### config.mk
export PLATFORM = sky130hd
export DESIGN_NAME = fifo_wr_arbiter
export DESIGN_NICKNAME = d
export VERILOG_FILES = /design/src/rtl/fifo_wr_arbiter.sv
export SDC_FILE = /design/constraint.sdc
export NUM_CORES = 1
export LEC_CHECK = 0
export ABC_AREA = 1
export CAP_MARGIN = 30
export CORE_UTILIZATION = 23
export DETAILED_ROUTE_END_ITERATION = 10
export PLACE_DENSITY = 0.69
export SLEW_MARGIN = 30
export SYNTH_ARGS = -nofsm -noshare
export SYNTH_HDL_FRONTEND = slang
export SYNTH_SLANG_ARGS = --single-unit
### constraint.sdc
create_clock -name wr_clk -period 3.7 [get_ports wr_clk]
set_input_delay 0.74 -clock wr_clk [delete_from_list [all_inputs] [get_ports wr_clk]]
set_output_delay 0.74 -clock wr_clk [all_outputs]
set_load 0.02 [all_outputs]
### src/rtl/fifo_wr_arbiter.sv
// ---------------------------------------------------------------------------
// fifo_wr_arbiter
//
// Two-requester write arbiter in front of a single FIFO write port. An idle
// cycle picks an owner, with round-robin on a tie. The owner then streams
// beats straight into the FIFO until it marks a last beat or the burst
// length limit is reached. After that the arbiter returns to idle for one
// cycle before it grants again.
//
// Ports
//   wr_clk        sole clock, rising edge
//   wr_rst        synchronous active-high reset
//   req0_data     requester 0 write data
//   req0_en       requester 0 has a beat (also its request)
//   req0_last     requester 0 final beat of burst (when accepted)
//   req0_vld      requester 0 beat accepted this cycle when req0_en=1
//   req1_*        same as req0_* for requester 1
//   fifo_wr_data  FIFO write data
//   fifo_wr_en    FIFO write enable
//   fifo_wr_vld   FIFO not-full
//   grant         one-hot owner: 01 = req0, 10 = req1, 00 = none
//   burst_done    pulse on the accepted final beat of a grant
// ---------------------------------------------------------------------------
module fifo_wr_arbiter #(
  parameter int c_WR_DATA_WIDTH = 32,
  parameter int c_BURST_LEN     = 16
) (
  input  logic                       wr_clk,
  input  logic                       wr_rst,
  input  logic [c_WR_DATA_WIDTH-1:0] req0_data,
  input  logic                       req0_en,
  input  logic                       req0_last,
  output logic                       req0_vld,
  input  logic [c_WR_DATA_WIDTH-1:0] req1_data,
  input  logic                       req1_en,
  input  logic                       req1_last,
  output logic                       req1_vld,
  output logic [c_WR_DATA_WIDTH-1:0] fifo_wr_data,
  output logic                       fifo_wr_en,
  input  logic                       fifo_wr_vld,
  output logic [1:0]                 grant,
  output logic                       burst_done
);

  localparam int c_CNT_W = $clog2(c_BURST_LEN + 1);

  // The state encoding doubles as the one-hot grant value.
  typedef enum logic [1:0] {
    IDLE = 2'b00,
    GNT0 = 2'b01,
    GNT1 = 2'b10
  } state_t;

  state_t               state, state_nxt;
  logic [c_CNT_W-1:0]   beat_cnt, beat_cnt_nxt;
  logic                 last_gnt, last_gnt_nxt;   // 1: requester 1 was served last

  logic                       own_en;
  logic                       own_last;
  logic [c_WR_DATA_WIDTH-1:0] own_data;
  logic                       accept;
  logic                       burst_end;

  // NOTE: sequential state uses non-blocking assignments only, so every
  // register samples the pre-edge value of every other register.
  always_ff @(posedge wr_clk) begin
    if (wr_rst) begin
      state    <= IDLE;
      beat_cnt <= '0;
      last_gnt <= 1'b1;   // requester 0 wins the first tie
    end else begin
      state    <= state_nxt;
      beat_cnt <= beat_cnt_nxt;
      last_gnt <= last_gnt_nxt;
    end
  end

  // Owner-side view: select the granted requester's signals.
  always_comb begin
    // NOTE: every signal driven here gets a default first; a path that
    // skipped an assignment would otherwise infer a latch.
    own_en   = 1'b0;
    own_last = 1'b0;
    own_data = '0;
    case (state)
      GNT0: begin
        own_en   = req0_en;
        own_last = req0_last;
        own_data = req0_data;
      end
      GNT1: begin
        own_en   = req1_en;
        own_last = req1_last;
        own_data = req1_data;
      end
      default: ;
    endcase
  end

  // Reset masks the write immediately, so an abandoned burst writes nothing
  // in the reset cycle itself.
  assign accept    = own_en & fifo_wr_vld & ~wr_rst;
  assign burst_end = accept &
                     (own_last | (beat_cnt == c_CNT_W'(c_BURST_LEN - 1)));

  // Next-state logic. The IDLE decision only takes effect at the next edge,
  // which gives one cycle of arbitration latency with no write.
  always_comb begin
    state_nxt    = state;
    beat_cnt_nxt = beat_cnt;
    last_gnt_nxt = last_gnt;
    case (state)
      IDLE: begin
        if (req0_en && (!req1_en || last_gnt)) begin
          state_nxt    = GNT0;
          last_gnt_nxt = 1'b0;
        end else if (req1_en) begin
          state_nxt    = GNT1;
          last_gnt_nxt = 1'b1;
        end
      end
      GNT0, GNT1: begin
        // An owner with en low, or a full FIFO, leaves everything held.
        if (burst_end) begin
          state_nxt    = IDLE;
          beat_cnt_nxt = '0;
        end else if (accept) begin
          beat_cnt_nxt = beat_cnt + c_CNT_W'(1);
        end
      end
      default: state_nxt = IDLE;
    endcase
  end

  assign grant        = state;
  assign req0_vld     = ~wr_rst & (state == GNT0) & fifo_wr_vld;
  assign req1_vld     = ~wr_rst & (state == GNT1) & fifo_wr_vld;
  assign fifo_wr_en   = accept;
  assign fifo_wr_data = own_data;
  assign burst_done   = burst_end;

endmodule

==> results of run 1 <==
-- path summary, 6_finish.rpt --
| kind | to | depth (start not counted) | start |
|---|---|---|---|
| setup / recovery | burst_done | 7 | wr_rst |
| hold / removal | beat_cnt[4] | 2 | beat_cnt[4] |
| setup reg to reg | grant[0] | 9 | grant[0] |
| hold reg to reg | beat_cnt[4] | 2 | beat_cnt[4] |
-- logic make-up after synthesis --
logic type | Yosys count | share of synthesized area
and+or+nand+nor | 102 | 0.4384
xor gates and xnor gates | 2 | 0.01779
DFF | 8 | 0.1626
buffers and inverters | 25 | 0.1029
adders and majority gates | 5 | 0.06353
AOI/OAI and AO/OA | 40 | 0.2147
-- routing by layer --
layer | vias to the layer above | wire [um] | track usage
li1 | 778 | - | -
met1 | 643 | 1780 | 0.1822
met2 | 55 | 2013 | 0.2925
met3 | 4 | 325 | 0.02196
met4 | 0 | 24 | 0.06915
met5 | - | 0 | 0
-- state kept, by name, indices dropped and copies added (netlist names) --
signal	count
beat_cnt	5
grant	2
last_gnt	1
-- cell type report --
| type | instances | share of cell area |
|---|---|---|
| Tap cell | 50 | 0.02929 |
| Inverter | 14 | 0.02460 |
| Timing Repair Buffer | 110 | 0.5132 |
| Sequential cell | 8 | 0.07499 |
| Clock buffer | 3 | 0.01933 |
| Multi-Input combinational cell | 149 | 0.3386 |
-- cells in the mapped netlist --
| master | instances |
|---|---|
| inv_1 | 12 |
| dfxtp_1 | 8 |
| nand3_1 | 2 |
| xor2_1 | 2 |
| nand2_2 | 3 |
| o21ai_0 | 2 |
| and3_1 | 1 |
| inv_2 | 2 |
| a21oi_2 | 2 |
| o311ai_0 | 1 |
| a21oi_1 | 35 |
| nor2_1 | 8 |
| buf_4 | 2 |
| nand2_4 | 1 |
| nor2_8 | 1 |
| nand2_1 | 84 |
| ha_1 | 5 |
| clkbuf_1 | 9 |
| nand3_2 | 2 |
-- power by group through the flow --
stage	combinational, W	sequential (W)	clock [W]
detailed placement	0.000758	0.000111	0
floorplan	0.000445	0.000119	0
CTS	0.000759	0.000110	0.000113
global route	0.000825	0.000112	0.000115
finish	0.000755	0.000110	0.000109
global placement	0.000755	0.000111	0
-- metrics by stage --
step                      cell area (sq um)  hold slack, ps
after floorplan                       984.7           454.1
after global placement                 2095           487.0
after detailed placement               2095           487.1
after CTS                              2136           497.7
after global routing                   2136           526.0
final                                  2136           495.1
-- worst max-delay path, stage by stage --
cell,delay [ps]
clkdlybuf4s50_1,480
inv_2,140
nand3_2,130
nor2_8,190
nand2_4,80
inv_1,50
clkdlybuf4s50_1,590
==> out/results.tsv, run 1 <==
metric	value	unit
status	completed	
fin nets	362	
Internal Power	0.0004748	W
DR iter-0 viols	49	
Post-Layout Cell Count	334	
Post-CTS Setup Bufs	0	
Final Hold Fails	0	
Critical Path Sink Type	primary output	
FF+latch count, synth	8	
Worst Path Arrival	2400	ps
syn avg cell area	5.410	sq um
Mapped Cells	182	
I/O pins	109	
Tmin final	3139	ps
syn nets	258	
Clk network pwr share	0.112	
Max IR drop VDD	0.4535	mV
path type of the worst setup path	in -> out	
HPWL Detailed	3.210	mm
warnings from Yosys	0	
vias post-DR	1480	
Starting Density	0.2427	
CTS tree	built	
total die area	0.004547	sq mm
GRT Resource Usage Total	0.1598	
RSZ-0062 raised after global routing	false	
post-CTS sizing	0	
max-cap violation count	0	
DRT Pass-1 Iters	4	
synth top area cells	nand2_1 (32%), a21oi_1 (18%), dfxtp_1 (16%)	
Reg power frac	0.113	
Final Setup Violations	0	
share of layout cells above drive strength 1	0.05986	
DRT antenna net count	0	
Synth Cell Area	984.7	sq um
Yosys cell types	19	
Clock Pin Slew Worst Setup and Hold Paths	50	ps
setup_tns	0	ps
area of the multi-input gates	723.2	sq um
FP Rows	23	
# fillers	410	
register area share after synthesis	0.1626	
Final period util	0.8483	
routed len/inst	12.40	um
largest area contributor in the netlist	nand2_1	
CTS hold repair buffers	0	
DR vias/cell	4.431	
CP required	2960	ps
post-synth top area share	0.3202	
GPL Wtd Cong	0.7507	
Final Power	0.0009747	W
CTS Root Cell	clkbuf_8	
H-tree Lvls	1	
Clock Skews	5.903	ps
core box area	0.004058	sq mm
post-layout worst setup margin	561.3	ps
min-delay worst type	reg -> reg	
Die Y	67.43	um
combinational power share	0.775	
vias in the first global route	1259	
Switching Power	0.0004999	W
# DRC	0	
dpl ws	552.2	ps
first-pass GRT wire length	5.547	mm
most frequent cells in the layout	clkdlybuf4s50_1 (108), nand2_1 (84), a21oi_1 (35)	
Overflow after GRT	0	
Worst-Skew Late Latency	240	ps
kind of start point of the critical path	input port	
pin count of the biggest net entering global routing	33	
final slew viol count	0	
actual slew at the worst max-slew pin	562.1	ps
sw frac	0.5129	
worst-case clock buffer depth	2	
drt total wl	4.143	mm
Cell Pwr Density	456.3	mW/mm^2
DP Cell Count	331	
Die W	67.43	um
number of buffers added on ports	108	
area grow syn2layout	116.9	%
initial antenna violation count	0	
Slew headroom	0.6247	
CP max FO	7	
R2R Setup Slk	2060	ps
commonest non-fill, non-tap cell in the layout	clkdlybuf4s50_1	
fin util	0.5264	
FMAX	318.6	MHz
TritonCTS Buffers	3	
diode count	0	
Seq. cell area	160.2	sq um
Leakage	0.7956	nW
CTS sink count	8	
Note: power is estimated with default switching activity, not from simulation.
==> run 2: changes to the inputs <==
PLACE_DENSITY = 0.71   (was 0.69)
clock period = 2.6 ns   (was 3.7 ns; I/O delays follow)
==> run 2 against run 1 <==
  * Highest routed layer unchanged
  * Sequential share of layout area down 0.18 points
  * Largest power group unchanged
  * Setup slack worse by 490 ps
  * Critical path type is now reg -> out
  * Clock power grew 42%
  * Critical path depth down 2
==> out/results.tsv, run 2 (synthesis gave the netlist of run 1 again) <==
metric	value	unit
status	completed	
Final Setup Violations	0	
drt total wl	4.005	mm
GRT Resource Usage Total	0.1575	
RSZ-0062 raised after global routing	false	
diode count	0	
number of buffers added on ports	108	
Final period util	0.9725	
kind of start point of the critical path	register	
HPWL Detailed	3.189	mm
crit path max-delay cell type	clkdlybuf4s50_1	
initial antenna violation count	0	
Worst-Skew Late Latency	230	ps
path type of the worst setup path	reg -> out	
FMAX	395.5	MHz
CTS sink count	8	
vias in the first global route	1268	
Max IR drop VDD	0.6153	mV
DRT Pass-1 Iters	4	
vias post-DR	1519	
CP max FO	4	
DP Cell Count	338	
Die W	67.43	um
DRT antenna net count	0	
pin count of the biggest net entering global routing	33	
Clock Skews	1.554	ps
TritonCTS Buffers	3	
most frequent cells in the layout	nand2_1 (84), clkdlybuf4s50_1 (75), a21oi_1 (35)	
total die area	0.004547	sq mm
# fillers	410	
min-delay worst type	reg -> reg	
max-cap violation count	0	
FP Rows	23	
first-pass GRT wire length	5.582	mm
GPL Wtd Cong	0.7682	
max FFs per register	5	
Critical Path Sink Type	primary output	
core box area	0.004058	sq mm
Die Y	67.43	um
Largest Register	beat_cnt	
CP Buf/Inv Count	2	
Leakage	0.9935	nW
share of layout cells above drive strength 1	0.08247	
Clock Pin Slew Worst Setup and Hold Paths	40	ps
setup_tns	0	ps
CTS tree	built	
area grow syn2layout	122.1	%
CTS hold repair buffers	0	
CP max stage delay	620	ps
worst-path cell chain	inv_1, ha_2, nand3_2, nor2_8, clkdlybuf4s50_1	
H-tree Lvls	1	
Slew headroom	0.7967	
# DRC	0	
Post-Layout Cell Count	341	
DR iter-0 viols	73	
I/O pins	109	
CP required	2080	ps
DR vias/cell	4.455	
commonest non-fill, non-tap cell in the layout	nand2_1	
worst-case clock buffer depth	2	
Overflow after GRT	0	
routed len/inst	11.74	um
final slew viol count	0	
Tmin final	2528	ps
actual slew at the worst max-slew pin	301.2	ps
Final Hold Fails	0	
CTS Root Cell	clkbuf_8	
fin nets	369	
Worst Path Arrival	2010	ps
Cell Pwr Density	647.2	mW/mm^2
CP delay by family, top	buffers and inverters	
Starting Density	0.2427	
run 2: cell types whose count changed in the layout (fill, tap and decap cells not counted), sizes merged:
cell / previous run / this run
buf: 2 / 9
clkdlybuf4s50: 108 / 75
dlygate4sd2: 0 / 33
run 2: stage by stage:
stage / area [sq um] / util / hold slack [ps] / worst slack, ps / power, W
after floorplan: 984.7 / - / 454.1 / 520.8 / 0.0008036
after global placement: 2185 / 0.5384 / 474.9 / 62.22 / 0.001338
after detailed placement: 2185 / 0.5384 / 482.1 / 68.31 / 0.001342
after CTS: 2187 / 0.5390 / 491.1 / 59.60 / 0.001430
after global routing: 2187 / 0.5390 / 529.4 / 25.91 / 0.001525
final: 2187 / 0.5390 / 493.1 / 71.59 / 0.001415
run 2: final timing paths:
check / slack (ps) / start / end / cells after the start
max: 70 / grant[1] / fifo_wr_en / 5
min: 490 / beat_cnt[4] / beat_cnt[4] / 2
max reg2reg: 890 / grant[1] / grant[0] / 13
min reg2reg: 490 / beat_cnt[4] / beat_cnt[4] / 2
run 2: report_power, final:
group,internal (W),switching (W),total (W)
logic,0.000454,0.000650,0.00110
registers,0.000141,0.0000157,0.000157
clock network,0.000101,0.0000541,0.000155
run 2: area by class of cell:
cell class	instances	area, sq um	share of cell area
clock buffer	3	41.29	0.01888
inverter	14	52.55	0.02403
tap	50	62.56	0.02860
timing repair buffer	117	1145	0.5235
multi-input combinational	149	725.7	0.3318
sequential	8	160.2	0.07323
run 2: what timing repair did:
action | 4_1_cts | 5_1_grt
gates resized for setup | 34 | 0
buffers inserted | 0 | 0
setup endpoints to repair | 33 | 0
run 2: tightest hold or removal path, delay by kind of cell, from the launching register on:
family	cells	cell delay, ps
simple gates	1	70
flops	1	320
compound gates	1	60
run 2: per-layer routing:
layer	track usage	vias to the layer above	share of wire	wire (um)
met1	0.1836	653	0.40	1608
met4	0.03989	0	0.0097	39
met2	0.2913	69	0.48	1932
met5	0	-	0	0
met3	0.02872	5	0.11	424
li1	-	792	-	-
==> run 3: changes to the inputs <==
GPL_TIMING_DRIVEN = 0   (was not set)
==> run 3 against run 2 <==
  * Maximum frequency is 2.0% higher
  * Sequential cell count unchanged
  * Combinational power shrank 5%
  * Setup slack improved by 50 ps
  * Cell area shrank 2.4%
  * Routed wire length rose by 0.72%
  * Final cell count rose by 0.29%
  * Non-clock buffer count grew 1
  * Largest cell class unchanged
==> out/results.tsv, run 3 (synthesis gave the netlist of run 1 again) <==
metric	value	unit
CTS hold repair buffers	0	
area grow syn2layout	116.8	%
Slew headroom	0.7070	
DR vias/cell	4.404	
R2R Setup Slk	970	ps
worst r2r src	grant[0]	
DRT Pass-1 Iters	4	
HPWL Detailed	3.253	mm
diode count	0	
Final Setup Violations	0	
Starting Density	0.2427	
worst-case clock buffer depth	2	
Register-to-Register Path Depth	9	
Hold Startpoint	beat_cnt[4]	
fin nets	370	
Cell Pwr Density	630.9	mW/mm^2
GRT Resource Usage Total	0.1632	
CTS Root Cell	clkbuf_8	
Tmin final	2479	ps
area of the multi-input gates	723.2	sq um
Leakage	0.9947	nW
routed len/inst	11.80	um
TritonCTS Buffers	3	
share of layout cells above drive strength 1	0.07534	
max FFs per register	5	
Hold Slack	484.1	ps
commonest non-fill, non-tap cell in the layout	nand2_1	
drt total wl	4.034	mm
max-cap violation count	0	
core box area	0.004058	sq mm
I/O pins	109	
Final Power	0.001347	W
Max IR drop VDD	0.5734	mV
vias in the first global route	1266	
CP max FO	10	
# fillers	432	
final slew viol count	0	
Hold Path End	beat_cnt[4]	
fin util	0.5261	
DR iter-0 viols	21	
actual slew at the worst max-slew pin	439.5	ps
Worst Path Arrival	1960	ps
Die W	67.43	um
Final Hold Fails	0	
Post-CTS Setup Bufs	0	
CTS sink count	8	
H-tree Lvls	1	
Critical Path Sink Type	primary output	
Final period util	0.9533	
status	completed	
total die area	0.004547	sq mm
min-delay worst type	reg -> reg	
CP required	2080	ps
Worst-Skew Late Latency	230	ps
first-pass GRT wire length	5.740	mm
Clock Skews	1.870	ps
most frequent cells in the layout	nand2_1 (84), clkdlybuf4s50_1 (74), a21oi_1 (35)	
Die Y	67.43	um
Seq. cell area	160.2	sq um
number of buffers added on ports	108	
path type of the worst setup path	reg -> out	
Overflow after GRT	0	
Hold Crit Depth	2	
Clock Pin Slew Worst Setup and Hold Paths	40	ps
RSZ-0062 raised after global routing	false	
RR Endpoint	grant[0]	
kind of start point of the critical path	register	
DRT antenna net count	0	
CTS tree	built	
GPL Wtd Cong	0.7677	
Largest Register	beat_cnt	
# DRC	0	
initial antenna violation count	0	
FP Rows	23	
vias post-DR	1506	
FMAX	403.4	MHz
pin count of the biggest net entering global routing	11	
==> run 3: cell types whose count changed in the layout (fill, tap and decap cells not counted) <==
| cell | change |
|---|---|
| clkbuf_2 | +6 |
| buf_4 | -4 |
| buf_12 | -3 |
| clkbuf_1 | +2 |
| clkdlybuf4s50_1 | -1 |
| dlymetal6s2s_1 | +1 |
| ha_1 | +1 |
| ha_2 | -1 |
==> run 3: report_power, final <==
| part | leakage, nW | switching (W) | internal [W] |
|---|---|---|---|
| clock | 0.0216 | 0.0000515 | 0.000101 |
| sequential | 0.0651 | 0.0000155 | 0.000141 |
| combinational | 0.908 | 0.000641 | 0.000397 |
==> run 3: final cells by class <==
class,instances,share of cell area
inverters,14,0.02462
clock buffers,3,0.01934
plain buffers,10,0.02462
multi-input cells,149,0.3388
flip-flops and latches,8,0.07503
repair buffers,108,0.4883
well taps,50,0.02931
==> run 3: worst max-delay path by stage <==
stage | start | to | slack (ps) | depth (start not counted)
floorplan | grant[1] | fifo_wr_data[0] | 520 | 5
global placement | wr_rst | burst_done | -150 | 7
detailed placement | wr_rst | burst_done | -130 | 7
CTS | grant[0] | fifo_wr_data[5] | 40 | 7
global route | grant[0] | req1_vld | 1 | 7
finish | grant[0] | req1_vld | 120 | 7
==> run 3: routing by layer <==
layer | global-route usage | share of wire | up-vias
met2 | 0.2800 | 0.46 | 62
met3 | 0.03716 | 0.10 | 6
li1 | - | - | 795
met5 | 0 | 0 | -
met4 | 0.06649 | 0.014 | 0
met1 | 0.1938 | 0.42 | 643
==> run 3: timing repair <==
item,4_1_cts,5_1_grt
resized for setup,40,1
pin swaps,0,0
setup endpoints to repair,36,2
==> run 3: metrics by stage <==
stage | std cells | TNS (ps) | setup WS, ps | cell area [sq um]
3_3_place_gp | 340 | -207.2 | -153.6 | 2128
3_5_place_dp | 340 | -179.0 | -134.4 | 2128
5_1_grt | 342 | 0 | 1.130 | 2135
6_report | 342 | 0 | 121.3 | 2135
2_1_floorplan | 182 | 0 | 520.8 | 984.7
4_1_cts | 343 | 0 | 37.36 | 2137
==> run 3: critical path, cell delays in order, from the launching register on <==
cell and delay [ps]:
dfxtp_1 330, inv_1 90, ha_1 140, buf_4 150, clkbuf_2 250, inv_1 60, nor2_1 100, clkdlybuf4s50_1 600
